===== src/rtl/rs_issue_select_pkg.sv =====
// Shared types for the reservation-station issue stage: LC-3b opcodes and entry index type.
package rs_issue_select_pkg;

    typedef enum logic [3:0] {
        OpBr  = 4'h0, OpAdd = 4'h1, OpLdb = 4'h2, OpStb = 4'h3,
        OpJsr = 4'h4, OpAnd = 4'h5, OpLdw = 4'h6, OpStw = 4'h7,
        OpRti = 4'h8, OpNot = 4'h9, OpLdi = 4'hA, OpSti = 4'hB,
        OpJmp = 4'hC, OpShf = 4'hD, OpLea = 4'hE, OpTrap = 4'hF
    } lc3b_opcode;

    localparam int unsigned RS_MAX_ENTRIES = 8;

    // Wide enough for the largest supported station; narrower stations zero-extend.
    typedef logic [$clog2(RS_MAX_ENTRIES)-1:0] rs_idx_t;

endpackage


===== src/rtl/rs_issue_select_age_matrix.sv =====
// Allocation-order age matrix; picks the oldest ready entry as a one-hot select.
module rs_issue_select_age_matrix
    import rs_issue_select_pkg::*;
#(
    parameter int unsigned NUM_ENTRIES = 4
) (
    input  logic                   clk,
    input  logic                   i_flush,
    input  logic                   i_alloc_valid,
    input  rs_idx_t                i_alloc_idx,
    input  logic [NUM_ENTRIES-1:0] i_ready,
    output logic [NUM_ENTRIES-1:0] o_sel
);

    // r_older[i][j] = 1 means entry i was allocated before entry j.
    logic [NUM_ENTRIES-1:0][NUM_ENTRIES-1:0] r_older;
    logic [NUM_ENTRIES-1:0][NUM_ENTRIES-1:0] w_older_d;
    logic [NUM_ENTRIES-1:0]                  w_blocked;

    always_comb begin
        w_older_d = r_older;
        if (i_alloc_valid) begin
            for (int i = 0; i < NUM_ENTRIES; i++) begin
                for (int j = 0; j < NUM_ENTRIES; j++) begin
                    if (rs_idx_t'(i) == i_alloc_idx) begin
                        w_older_d[i][j] = 1'b0;
                    end else if (rs_idx_t'(j) == i_alloc_idx) begin
                        w_older_d[i][j] = 1'b1;
                    end
                end
            end
        end
    end

    always_ff @(posedge clk) begin
        if (i_flush) begin
            r_older <= '0;
        end else begin
            r_older <= w_older_d;
        end
    end

    // A pair with no recorded order (neither allocated since flush) resolves to the lower index.
    always_comb begin
        w_blocked = '0;
        o_sel     = '0;
        for (int i = 0; i < NUM_ENTRIES; i++) begin
            for (int j = 0; j < NUM_ENTRIES; j++) begin
                if (j < i) begin
                    w_blocked[i] = w_blocked[i] | (i_ready[j] & ~r_older[i][j]);
                end else if (j > i) begin
                    w_blocked[i] = w_blocked[i] | (i_ready[j] & r_older[j][i]);
                end
            end
            o_sel[i] = i_ready[i] & ~w_blocked[i];
        end
    end

endmodule


===== src/rtl/rs_issue_select_reg.sv =====
// Plain load/clear register used for each field of the issue output stage.
module rs_issue_select_reg #(
    parameter int unsigned WIDTH = 1
) (
    input  logic             clk,
    input  logic             i_clr,
    input  logic             i_load,
    input  logic [WIDTH-1:0] i_d,
    output logic [WIDTH-1:0] o_q
);

    logic [WIDTH-1:0] r_q;

    always_ff @(posedge clk) begin
        if (i_clr) begin
            r_q <= '0;
        end else if (i_load) begin
            r_q <= i_d;
        end
    end

    assign o_q = r_q;

endmodule


===== src/rtl/rs_issue_select.sv =====
// Issue stage for one functional unit: oldest-ready select from the reservation station,
// busy-clear strobe and a captured output register toward the FU.
module rs_issue_select
    import rs_issue_select_pkg::*;
#(
    parameter int unsigned NUM_ENTRIES = 4,
    parameter int unsigned data_width  = 16,
    parameter int unsigned tag_width   = 3,
    localparam int unsigned IDX_W      = $clog2(NUM_ENTRIES)
) (
    input  logic                                  clk,
    input  logic                                  flush,
    input  logic                                  alloc_valid,
    input  logic [IDX_W-1:0]                      alloc_idx,
    input  logic [NUM_ENTRIES-1:0]                rs_busy,
    input  logic [NUM_ENTRIES-1:0]                rs_Vj_valid,
    input  logic [NUM_ENTRIES-1:0]                rs_Vk_valid,
    input  logic [NUM_ENTRIES-1:0][data_width-1:0] rs_Vj,
    input  logic [NUM_ENTRIES-1:0][data_width-1:0] rs_Vk,
    input  lc3b_opcode [NUM_ENTRIES-1:0]          rs_op,
    input  logic [NUM_ENTRIES-1:0][tag_width-1:0] rs_dest,
    output logic [NUM_ENTRIES-1:0]                clr_busy,
    output logic                                  fu_valid,
    input  logic                                  fu_ready,
    output lc3b_opcode                            fu_op,
    output logic [data_width-1:0]                 fu_a,
    output logic [data_width-1:0]                 fu_b,
    output logic [tag_width-1:0]                  fu_dest
);

    logic [NUM_ENTRIES-1:0] w_ready;
    logic [NUM_ENTRIES-1:0] w_sel;
    logic                   w_can_issue;
    logic                   w_issue;
    logic [data_width-1:0]  w_sel_a;
    logic [data_width-1:0]  w_sel_b;
    logic [tag_width-1:0]   w_sel_dest;
    logic [3:0]             w_sel_op;
    logic [3:0]             w_fu_op_q;

    assign w_ready = rs_busy & rs_Vj_valid & rs_Vk_valid;

    rs_issue_select_age_matrix #(
        .NUM_ENTRIES (NUM_ENTRIES)
    ) u_age_matrix (
        .clk           (clk),
        .i_flush       (flush),
        .i_alloc_valid (alloc_valid),
        .i_alloc_idx   (rs_idx_t'(alloc_idx)),
        .i_ready       (w_ready),
        .o_sel         (w_sel)
    );

    assign w_can_issue = ~fu_valid | fu_ready;
    assign w_issue     = w_can_issue & (|w_sel) & ~flush;
    assign clr_busy    = w_issue ? w_sel : '0;

    always_comb begin
        w_sel_a    = '0;
        w_sel_b    = '0;
        w_sel_dest = '0;
        w_sel_op   = '0;
        for (int i = 0; i < NUM_ENTRIES; i++) begin
            if (w_sel[i]) begin
                w_sel_a    = rs_Vj[i];
                w_sel_b    = rs_Vk[i];
                w_sel_dest = rs_dest[i];
                w_sel_op   = rs_op[i];
            end
        end
    end

    // fu_valid reloads whenever the stage is free or draining; it drops when nothing is selected.
    rs_issue_select_reg #(.WIDTH(1)) u_reg_valid (
        .clk    (clk),
        .i_clr  (flush),
        .i_load (w_can_issue),
        .i_d    (|w_sel),
        .o_q    (fu_valid)
    );

    rs_issue_select_reg #(.WIDTH(4)) u_reg_op (
        .clk    (clk),
        .i_clr  (flush),
        .i_load (w_issue),
        .i_d    (w_sel_op),
        .o_q    (w_fu_op_q)
    );

    rs_issue_select_reg #(.WIDTH(data_width)) u_reg_a (
        .clk    (clk),
        .i_clr  (flush),
        .i_load (w_issue),
        .i_d    (w_sel_a),
        .o_q    (fu_a)
    );

    rs_issue_select_reg #(.WIDTH(data_width)) u_reg_b (
        .clk    (clk),
        .i_clr  (flush),
        .i_load (w_issue),
        .i_d    (w_sel_b),
        .o_q    (fu_b)
    );

    rs_issue_select_reg #(.WIDTH(tag_width)) u_reg_dest (
        .clk    (clk),
        .i_clr  (flush),
        .i_load (w_issue),
        .i_d    (w_sel_dest),
        .o_q    (fu_dest)
    );

    assign fu_op = lc3b_opcode'(w_fu_op_q);

    // Dispatch must never overwrite a live entry.
    always_ff @(posedge clk) begin
        if (!flush && alloc_valid) begin
            assert (!rs_busy[alloc_idx]);
        end
    end

endmodule


===== config.mk =====
export PLATFORM = sky130hd
export DESIGN_NAME = rs_issue_select
export DESIGN_NICKNAME = d
export VERILOG_FILES = /design/src/rtl/rs_issue_select_pkg.sv /design/src/rtl/rs_issue_select_age_matrix.sv /design/src/rtl/rs_issue_select_reg.sv /design/src/rtl/rs_issue_select.sv
export SDC_FILE = /design/constraint.sdc
export NUM_CORES = 1
export LEC_CHECK = 0
export ABC_AREA = 1
export CAP_MARGIN = 15
export CORE_UTILIZATION = 38
export DETAILED_ROUTE_END_ITERATION = 12
export PLACE_DENSITY = 0.89
export SETUP_SLACK_MARGIN = 0.02
export SLEW_MARGIN = 20
export SYNTH_ARGS = -nofsm -noshare
export SYNTH_HDL_FRONTEND = slang
export SYNTH_SLANG_ARGS = --single-unit

===== constraint.sdc =====
create_clock -name clk -period 3.26 [get_ports clk]
set_input_delay 0.326 -clock clk [delete_from_list [all_inputs] [get_ports clk]]
set_output_delay 0.326 -clock clk [all_outputs]
set_load 0.02 [all_outputs]

==> results by group <==
Clocking
  – Max H-tree Level: 2
  – Total setup buffers inserted after CTS: 0
  – CTS clock-pin slew for the worst setup and hold paths: 70 ps
  – CTS tree: yes
  – CTS Buffer Depth: 2
  – Post-CTS Hold Buffers: 0
  – Clk sink count: 46
  – Clk_lat worst skew: 280 ps
  – Post-CTS sizing: 0
  – CTS root buf: clkbuf_8
  – TritonCTS buffer count: 5

Finish
  – Finished Layout Cells: 800
  – Area Growth Syn to Fin: 75.6%
  – Final core occ: 69.4%
  – Commonest non-fill, non-tap cell in the layout: clkdlybuf4s50_1
  – Fin nets: 875
  – Highest-count cells in the layout ignoring fill and taps: clkdlybuf4s50_1 (216), nand2_1 (141), nand3_1 (118)
  – Share of cells above drive strength 1: 5.16%
  – ANT cells: 0

Floorplanning
  – IO Pins: 218
  – Die footprint: 0.00849 sq mm
  – Std cell rows: 32
  – Die Span X: 92.1 um
  – Initial Util: 39.5%
  – Die Ht: 92.1 um
  – Core area: 0.00781 sq mm

Placement
  – HPWL Detailed: 9.18 mm
  – GP Congestion: 0.863
  – Placed Cells: 792
  – Place WS: 445 ps
  – Port Buffers: 217

Flow run
  – Max-cap viol count: 0

Timing
  – Final Cycle Share: 87.1%
  – Rel. slew slack: 67.3%
  – Setup ws final: 421 ps
  – Clk_skew: 8.83 ps
  – Max-slew violation count: 0
  – TNS Setup: 0 ps
  – Worst slew pin tran: 490 ps
  – Final setup vio count: 0
  – Final hold viol count: 0
  – RSZ-0062 raised after global routing: false
  – Top achievable clock speed: 352 MHz
  – Tmin final: 2840 ps

Status
  – Status: complete, no violations

Global route
  – Number of global-route vias before repair: 4314
  – First-pass GRT wire length: 19.9 mm
  – Largest net degree at the start of global routing: 46
  – Gr usage total: 29.3%
  – Antenna violations before repair: 0
  – GRT overflow: 0

Detailed routing
  – Remaining DRCs: 0
  – Vias per cell: 5.39
  – 1st-iter DRT viols: 223
  – Routed WL: 12.6 mm
  – Post-route ant nets: 0
  – Router iterations before antenna repair: 5
  – Via count: 4310
  – Avg WL per Cell: 15.8 um

Yosys
  – Flops & latches, synth: 46
  – Netlist cell types: 24
  – Synth Cell Area: 0.00309 sq mm
  – Sequential area share after synthesis: 29.8%
  – Syn Area/Cell: 6.19 sq um
  – Post-synth top area share: 29.8%
  – Ranking of synthesized cells by area: dfxtp_1 (30%), nand3_1 (19%), nand2_1 (17%)
  – Post-Synthesis Cells: 499
  – Syn nets: 677
  – Syn. warnings: 0
  – Cell accounting for the most synthesized area: dfxtp_1

Worst setup path
  – WP data arrival: 2510 ps
  – Crit path launch type: input port
  – Crit end category: output pin
  – Critical path class: in -> out
  – Worst EP required: 2930 ps
  – Worst-path fanout max: 17

Power and ir drop
  – Pleak: 1.97 nW
  – Worst ir drop on vdd: 0.233 mV
  – Total power: 1.50 mW
  – Total power divided by cell area: 276 mW/mm^2

Worst hold path
  – Min-delay worst type: reg -> reg
routing by layer:
metal	share of wire (%)	vias up	track usage, %
met5	0	-	0
met4	1.9	0	11.1
met3	9.1	24	7.63
met2	51	224	56.0
met1	38	1962	30.3
li1	-	2100	-
stage by stage:
stage / hold slack, ps / area (sq um)
after floorplan: 477 / 3090
after global placement: 451 / 5310
after detailed placement: 454 / 5310
after CTS: 466 / 5420
after global routing: 484 / 5420
final: 465 / 5420
state kept, by name, summed over array words and instances (netlist names):
name,flops
u_reg_a.o_q,16
u_reg_b.o_q,16
u_age_matrix.r_older,6
u_reg_op.o_q,4
u_reg_dest.o_q,3
u_reg_valid.o_q,1
where the power goes:
group / leakage (nW) / internal, mW / switching, mW / total, mW
logic: 1.55 / 0.275 / 0.224 / 0.499
clock network: 0.0524 / 0.229 / 0.175 / 0.405
registers: 0.373 / 0.582 / 0.0126 / 0.594
critical path: stages:
cell and delay (ps):
clkdlybuf4s50_1 500, inv_1 60, nor2_2 160, o21ai_0 130, nor2_1 150, nor2_1 50
nand2_1 90, nand2_2 230, nor2_1 160, clkdlybuf4s50_1 660
synthesized netlist by cell type (all sizes together):
library cell    n
a211oi          1
a21o            1
a21oi          45
a311oi          1
buf            24
clkbuf         15
dfxtp          46
ha              4
inv            16
nand2         142
nand3         121
nand4          40
nor2           38
nor3            1
nor3b           1
o21ai           3
final cells by class:
class	instances	area, sq um
fill	664	2390
clock inverter	1	30.0
multi-input combinational	398	1940
inverter	16	60.1
clock buffer	7	76.3
tap	102	128
timing repair buffer	230	2260
sequential	46	921
path summary, 6_finish.rpt:
kind / slack (ps) / end / startpoint / cells after the start
worst min register to register: 470 / u_reg_b.o_q[8] / u_reg_b.o_q[8] / 2
worst max register to register: 1150 / u_reg_a.o_q[10] / u_age_matrix.r_older[12] / 10
worst min-delay path: 470 / u_reg_b.o_q[8] / u_reg_b.o_q[8] / 2
worst max-delay path: 420 / clr_busy[0] / rs_busy[0] / 10
logic make-up (layout without fill, tap and decap cells):
logic type | count (synthesis) | count (layout) | share of synthesized area, %
DFF | 46 | 46 | 29.8
AOI/OAI and AO/OA | 51 | 51 | 8.55
and+or+nand+nor | 343 | 343 | 51.6
adders and majority gates | 4 | 4 | 1.62
buffers and inverters | 55 | 254 | 8.35
Power figures use the tool's default switching activity.
